`config.mk`:
```
export PLATFORM = sky130hd
export DESIGN_NAME = pipe_add_sub_flat
export DESIGN_NICKNAME = d
export VERILOG_FILES = /design/src/rtl/pipe_add_sub_if.sv /design/src/rtl/pipe_add_sub.sv /design/src/flat_wrapper.sv
export SDC_FILE = /design/constraint.sdc
export NUM_CORES = 1
export LEC_CHECK = 0
export ABC_AREA = 1
export CAP_MARGIN = 20
export CORE_MARGIN = 10
export CORE_UTILIZATION = 30
export DETAILED_ROUTE_END_ITERATION = 6
export GPL_TIMING_DRIVEN = 0
export PLACE_DENSITY = 0.55
export SYNTH_ARGS = -nofsm -noshare
export SYNTH_HDL_FRONTEND = slang
export SYNTH_SLANG_ARGS = --single-unit
export TNS_END_PERCENT = 10
```
`constraint.sdc`:
```
create_clock -name clk -period 7.1 [get_ports clk]
set_clock_uncertainty 0.05 [all_clocks]
set_input_delay 1.42 -clock clk [delete_from_list [all_inputs] [get_ports clk]]
set_output_delay 1.42 -clock clk [all_outputs]
set_load 0.05 [all_outputs]
```
`src/rtl/pipe_add_sub_if.sv`:
```
`default_nettype none
// ============================================================================
//  Module      : pipe_add_sub_if
//  Description : Operand/result handshake bundle for the pipelined
//                add/subtract unit. The master drives operands and consumes
//                results; the slave is the arithmetic unit itself.
//  Revision    : 1.0  initial release
// ============================================================================
interface pipe_add_sub_if #(
  parameter int WIDTH = 32
);
  logic             in_valid;
  logic             in_ready;
  logic [WIDTH-1:0] in_a;
  logic [WIDTH-1:0] in_b;
  logic [1:0]       in_op;
  logic             in_cin;
  logic             out_valid;
  logic             out_ready;
  logic [WIDTH-1:0] out_sum;
  logic             out_carry;
  logic             out_ovf;
  logic             out_zero;
  logic             out_neg;

  modport master (
    output in_valid, in_a, in_b, in_op, in_cin, out_ready,
    input  in_ready, out_valid, out_sum, out_carry, out_ovf, out_zero, out_neg
  );

  modport slave (
    input  in_valid, in_a, in_b, in_op, in_cin, out_ready,
    output in_ready, out_valid, out_sum, out_carry, out_ovf, out_zero, out_neg
  );
endinterface
`default_nettype wire

```
`src/rtl/pipe_add_sub.sv`:
```
`default_nettype none
// ============================================================================
//  Module      : pipe_add_sub
//  Description : Pipelined WIDTH-bit add/subtract unit (ADD/SUB/ADC/SBB).
//                The operands are split into STAGES chunks of WIDTH/STAGES
//                bits; stage k adds chunk k using the carry registered by
//                stage k-1. Unconsumed operand chunks travel forward with the
//                beat, finished sum chunks accumulate behind it. A single
//                global stall freezes every stage when the result is blocked.
//                WIDTH must be a multiple of STAGES.
//  Revision    : 1.0  initial release
// ============================================================================
module pipe_add_sub #(
  parameter int WIDTH  = 32,
  parameter int STAGES = 4
) (
  input  logic         clk,
  input  logic         rst,
  pipe_add_sub_if.slave bus
);

  localparam int c_cw   = WIDTH / STAGES;
  localparam int c_last = STAGES - 1;

  logic             w_advance;
  logic [WIDTH-1:0] w_b0;
  logic             w_c0;

  // Whole pipe moves only when the output slot is empty or being drained.
  assign w_advance    = !g_stage[c_last].r_v || bus.out_ready;
  assign bus.in_ready = w_advance && !rst;

  // Subtraction is A + ~B + carry; ADD/SUB force the carry, ADC/SBB take cin.
  assign w_b0 = bus.in_op[0] ? ~bus.in_b : bus.in_b;
  assign w_c0 = bus.in_op[1] ? bus.in_cin : bus.in_op[0];

  for (genvar k = 0; k < STAGES; k++) begin : g_stage
    // Operand bits not yet consumed when the beat enters this stage.
    localparam int c_rem = WIDTH - c_cw * k;

    logic [c_rem-1:0]        w_a;
    logic [c_rem-1:0]        w_b;
    logic                    w_cin;
    logic                    w_zin;
    logic                    w_vin;
    logic [c_cw:0]           w_chunk;
    logic [c_cw*(k+1)-1:0]   w_s;
    logic [c_cw*(k+1)-1:0]   r_s;
    logic                    r_v;
    logic                    r_c;
    logic                    r_z;

    if (k == 0) begin : g_head
      assign w_a   = bus.in_a;
      assign w_b   = w_b0;
      assign w_cin = w_c0;
      assign w_zin = 1'b1;
      assign w_vin = bus.in_valid;
      assign w_s   = w_chunk[c_cw-1:0];
    end else begin : g_body
      assign w_a   = g_stage[k-1].g_fwd.r_a;
      assign w_b   = g_stage[k-1].g_fwd.r_b;
      assign w_cin = g_stage[k-1].r_c;
      assign w_zin = g_stage[k-1].r_z;
      assign w_vin = g_stage[k-1].r_v;
      assign w_s   = {w_chunk[c_cw-1:0], g_stage[k-1].r_s};
    end

    assign w_chunk = {1'b0, w_a[c_cw-1:0]} + {1'b0, w_b[c_cw-1:0]}
                   + {{c_cw{1'b0}}, w_cin};

    // Register this chunk's sum, its carry and the running zero/valid bits.
    always_ff @(posedge clk) begin
      if (rst) begin
        r_v <= 1'b0;
        r_c <= 1'b0;
        r_z <= 1'b0;
        r_s <= '0;
      end else if (w_advance) begin
        r_v <= w_vin;
        r_c <= w_chunk[c_cw];
        r_z <= w_zin && (w_chunk[c_cw-1:0] == '0);
        r_s <= w_s;
      end
    end

    if (k < c_last) begin : g_fwd
      logic [c_rem-c_cw-1:0] r_a;
      logic [c_rem-c_cw-1:0] r_b;

      // Skew the upper operand chunks so they meet their carry downstream.
      always_ff @(posedge clk) begin
        if (rst) begin
          r_a <= '0;
          r_b <= '0;
        end else if (w_advance) begin
          r_a <= w_a[c_rem-1:c_cw];
          r_b <= w_b[c_rem-1:c_cw];
        end
      end
    end

    if (k == c_last) begin : g_tail
      logic r_ovf;

      // Overflow is carry into the MSB XOR carry out of the MSB.
      always_ff @(posedge clk) begin
        if (rst) begin
          r_ovf <= 1'b0;
        end else if (w_advance) begin
          r_ovf <= (w_a[c_cw-1] ^ w_b[c_cw-1] ^ w_chunk[c_cw-1]) ^ w_chunk[c_cw];
        end
      end
    end
  end

  assign bus.out_valid = g_stage[c_last].r_v;
  assign bus.out_sum   = g_stage[c_last].r_s;
  assign bus.out_carry = g_stage[c_last].r_c;
  assign bus.out_zero  = g_stage[c_last].r_z;
  assign bus.out_neg   = g_stage[c_last].r_s[WIDTH-1];
  assign bus.out_ovf   = g_stage[c_last].g_tail.r_ovf;

endmodule
`default_nettype wire

```
`src/flat_wrapper.sv`:
```
// flat-port wrapper written by rule: the top's interface ports become plain ports
module pipe_add_sub_flat 
#(
  parameter int WIDTH  = 32,
  parameter int STAGES = 4
)
  (clk, rst, bus_in_valid, bus_in_a, bus_in_b, bus_in_op, bus_in_cin, bus_out_ready, bus_in_ready, bus_out_valid, bus_out_sum, bus_out_carry, bus_out_ovf, bus_out_zero, bus_out_neg);
  pipe_add_sub_if #(.WIDTH(WIDTH)) bus_i ();
  input  logic clk;
  input  logic rst;
  input wire logic [$bits(bus_i.in_valid)-1:0] bus_in_valid;
  input wire logic [$bits(bus_i.in_a)-1:0] bus_in_a;
  input wire logic [$bits(bus_i.in_b)-1:0] bus_in_b;
  input wire logic [$bits(bus_i.in_op)-1:0] bus_in_op;
  input wire logic [$bits(bus_i.in_cin)-1:0] bus_in_cin;
  input wire logic [$bits(bus_i.out_ready)-1:0] bus_out_ready;
  output wire logic [$bits(bus_i.in_ready)-1:0] bus_in_ready;
  output wire logic [$bits(bus_i.out_valid)-1:0] bus_out_valid;
  output wire logic [$bits(bus_i.out_sum)-1:0] bus_out_sum;
  output wire logic [$bits(bus_i.out_carry)-1:0] bus_out_carry;
  output wire logic [$bits(bus_i.out_ovf)-1:0] bus_out_ovf;
  output wire logic [$bits(bus_i.out_zero)-1:0] bus_out_zero;
  output wire logic [$bits(bus_i.out_neg)-1:0] bus_out_neg;
  assign bus_i.in_valid = bus_in_valid;
  assign bus_i.in_a = bus_in_a;
  assign bus_i.in_b = bus_in_b;
  assign bus_i.in_op = bus_in_op;
  assign bus_i.in_cin = bus_in_cin;
  assign bus_i.out_ready = bus_out_ready;
  assign bus_in_ready = bus_i.in_ready;
  assign bus_out_valid = bus_i.out_valid;
  assign bus_out_sum = bus_i.out_sum;
  assign bus_out_carry = bus_i.out_carry;
  assign bus_out_ovf = bus_i.out_ovf;
  assign bus_out_zero = bus_i.out_zero;
  assign bus_out_neg = bus_i.out_neg;
  pipe_add_sub #(.WIDTH(WIDTH), .STAGES(STAGES)) u_core (.clk(clk), .rst(rst), .bus(bus_i));
endmodule
```
==> flow_summary.ini <==
[placed_design]
gp_congestion = 0.850
portBuffers = 107
dpl_worst_slack_ns = 2.06
placedCellCount = 1592
hpwl_mm = 19.4
dpl_cell_area_um2 = 9920

[pwr]
comb_power_share = 0.161
switching_power_mw = 0.755
irDropWorstVdd_mv = 0.120
power.share.clock = 0.372
power_leakage_nw = 4.47
p_per_area_nw_per_um2 = 241
pwr-share-seq = 0.467
p_sw_frac = 0.299
power.total_mw = 2.53
p_int_mw = 1.77

[cts]
cts_max_level = 4
cts.sinks = 189
clk_latency_ns = 0.44
postCtsSetupBuffers = 0
cts_root_buf = clkbuf_16
cts_tree = built
cts_hold_buffers = 0
cts_resized = 0
clkTransAtPathRegs_ns = 0.07
cts_buffers = 17
clock_path_buffers = 2

[yosys]
avgSynthCellArea_um2 = 7.56
synth.ff_latch_count = 189
synth_area_um2 = 8370
yosys_warnings = 0
postSynthCellCount = 1107
yosysUniqueCellTypes = 32
synth_ff_type = dfxtp_1
synthesis.nets = 1214
ys_seq_area_frac = 0.452
synthArstFlopShare = 0
synth_edf_count = 0

[timing]
final-setup-viol-count = 0
finalHoldViolCount = 0
fmax_ghz = 0.199
rsz0062_at_grt = false
final.setup.tns_ns = 0
fin_ws_ns = 2.08
timing.final.crit_period_ns = 5.02
min_period_over_period = 0.707
slew_headroom = 0.578
tightestPinTransition_ns = 0.634
final_max_slew_viol_count = 0

[global_routing]
grt_pass1_wl_mm = 39.5
grt_use_total = 0.141
grt_max_degree = 20
overflow = 0
grt_pass1_vias = 7225
grt_antenna_before_repair = 0

[route]
routed_wl_mm = 25.2
vias = 7447
dr.pass1.iters = 5
postRouteAntennaNets = 0
drt_iter0_drc = 498
wl_per_cell_um = 15.5
drc = 0
vias_per_cell = 4.59

[die]
die_h_um = 187
die_w_um = 187
die_area_um2 = 35000
coreArea_um2 = 27600
rows = 61
ios = 109
start_util = 0.303

[finish]
area_growth_pct = 25.3
fin_cells = 1624
fin_area_um2 = 10500
fillers = 2980
layout-drive-gt1-share = 0.0642
layout.nets = 1340
insertedDiodeCount = 0

[setup_path]
endpoint_kind = primary output
critical_path_class = in -> out
cp_cell_sequence = clkdlybuf4s50_1 -> inv_1 -> nand2_4 -> inv_1 -> buf_2 -> buf_2 -> nor2_1 -> clkdlybuf4s50_1
cpMaxStageDelayCell = clkdlybuf4s50_1
cp_data_arrival_time_ns = 3.55
slowest_delay_ns = 0.71
crit_path_max_fanout = 10
worst_setup_path_start_kind = input pin
worstPathRequired_ns = 5.63

[run_status]
status = complete, no violations

[hold_path]
holdCritPathClass = reg -> reg

[job]
maxCapViolations = 0
-- per-layer routing --
layer | wire [µm] | track usage | vias up
met5 | 0 | 0 | -
met4 | 454 | 0.0400 | 0
met3 | 1110 | 0.0291 | 31
met2 | 11700 | 0.233 | 163
met1 | 11900 | 0.181 | 3404
li1 | - | - | 3849
-- power by group through the flow --
stage / Sequential (mW) / Combinational [mW] / Clock, mW
after floorplan: 1.23 / 0.231 / 0
after global placement: 1.20 / 0.405 / 0
after detailed placement: 1.20 / 0.407 / 0
after CTS: 1.18 / 0.410 / 0.953
after global routing: 1.19 / 0.457 / 0.995
final: 1.18 / 0.407 / 0.938
-- final cells by class --
| cell class | count | area (µm²) | area share |
|---|---|---|---|
| multi-input cells | 775 | 4000 | 0.381 |
| flip-flops and latches | 189 | 3780 | 0.361 |
| repair buffers | 107 | 1070 | 0.102 |
| well taps | 378 | 473 | 0.0451 |
| clock buffers | 17 | 425 | 0.0405 |
| plain buffers | 66 | 298 | 0.0284 |
| inverters | 77 | 289 | 0.0275 |
| clock inverters | 15 | 153 | 0.0145 |
-- layout by cell type (no fill, tap or decap), types with 2 or more instances in the layout --
master / count
inv_8: 3
clkbuf_16: 17
o21a_1: 3
inv_1: 73
a21oi_1: 60
nor2_1: 261
buf_2: 28
o21bai_1: 3
a21oi_2: 3
buf_4: 2
inv_2: 4
fa_1: 8
clkinv_2: 2
ha_1: 28
clkinv_8: 3
clkdlybuf4s50_1: 107
nand3b_1: 11
nand3_1: 28
clkbuf_1: 35
xnor2_1: 27
nand2_1: 124
dfxtp_1: 189
inv_6: 5
a31oi_1: 2
nand2_2: 6
nand4_1: 8
a21o_1: 2
o211ai_1: 16
o21ai_0: 171
xor2_1: 7
-- worst max-delay path: cells and delay by family --
kind	cells	cell delay [ns]
buf+inv	6	1.96
simple gates	2	0.15
-- registers in the layout, indices dropped and copies added (netlist names) --
signal                    count
u_core.bus.out_zero           1
u_core.bus.out_valid          1
u_core.g_stage.r_s           48
u_core.g_stage.g_fwd.r_b     48
u_core.bus.out_ovf            1
u_core.g_stage.g_fwd.r_a     48
u_core.bus.out_sum           32
u_core.g_stage.r_v            3
u_core.g_stage.r_c            3
u_core.bus.out_carry          1
u_core.g_stage.r_z            3
-- worst paths after layout --
kind	from	end	slack [ns]	cells past startpoint
worst max-delay path	bus_out_ready	bus_in_ready	2.08	8
worst max register to register	u_core.g_stage[2].r_c	u_core.bus.out_ovf	4.91	11
worst min register to register	u_core.g_stage[0].r_z	u_core.g_stage[0].r_z	0.42	2
worst min-delay path	u_core.g_stage[0].r_z	u_core.g_stage[0].r_z	0.42	2
-- cell usage after synthesis (11+ instances only) --
master    number  share of area
xnor2_1       27          0.028
buf_2         28          0.017
dfxtp_1      189           0.45
a21oi_1       60          0.036
ha_1          28          0.042
o21ai_0      171           0.10
nand3b_1      11         0.0099
inv_1         73          0.033
clkbuf_1      35          0.016
o211ai_1      16          0.014
nand2_1      124          0.056
nor2_1       261           0.12
nand3_1       28          0.017
-- through the flow --
step	utilization	hold slack, ns
after floorplan	-	0.370
after global placement	0.359	0.408
after detailed placement	0.359	0.412
after CTS	0.380	0.421
after global routing	0.380	0.455
final	0.380	0.417
-- cell families after synthesis --
family                     after synthesis  synth area share
adders and majority gates               36            0.0610
muxes                                    1           0.00120
xor gates and xnor gates                34            0.0356
AOI/OAI and AO/OA                      261             0.165
DFF                                    189             0.452
buffers and inverters                  143            0.0701
and+or+nand+nor                        443             0.215
No activity file was read; power rests on OpenSTA's default activity.
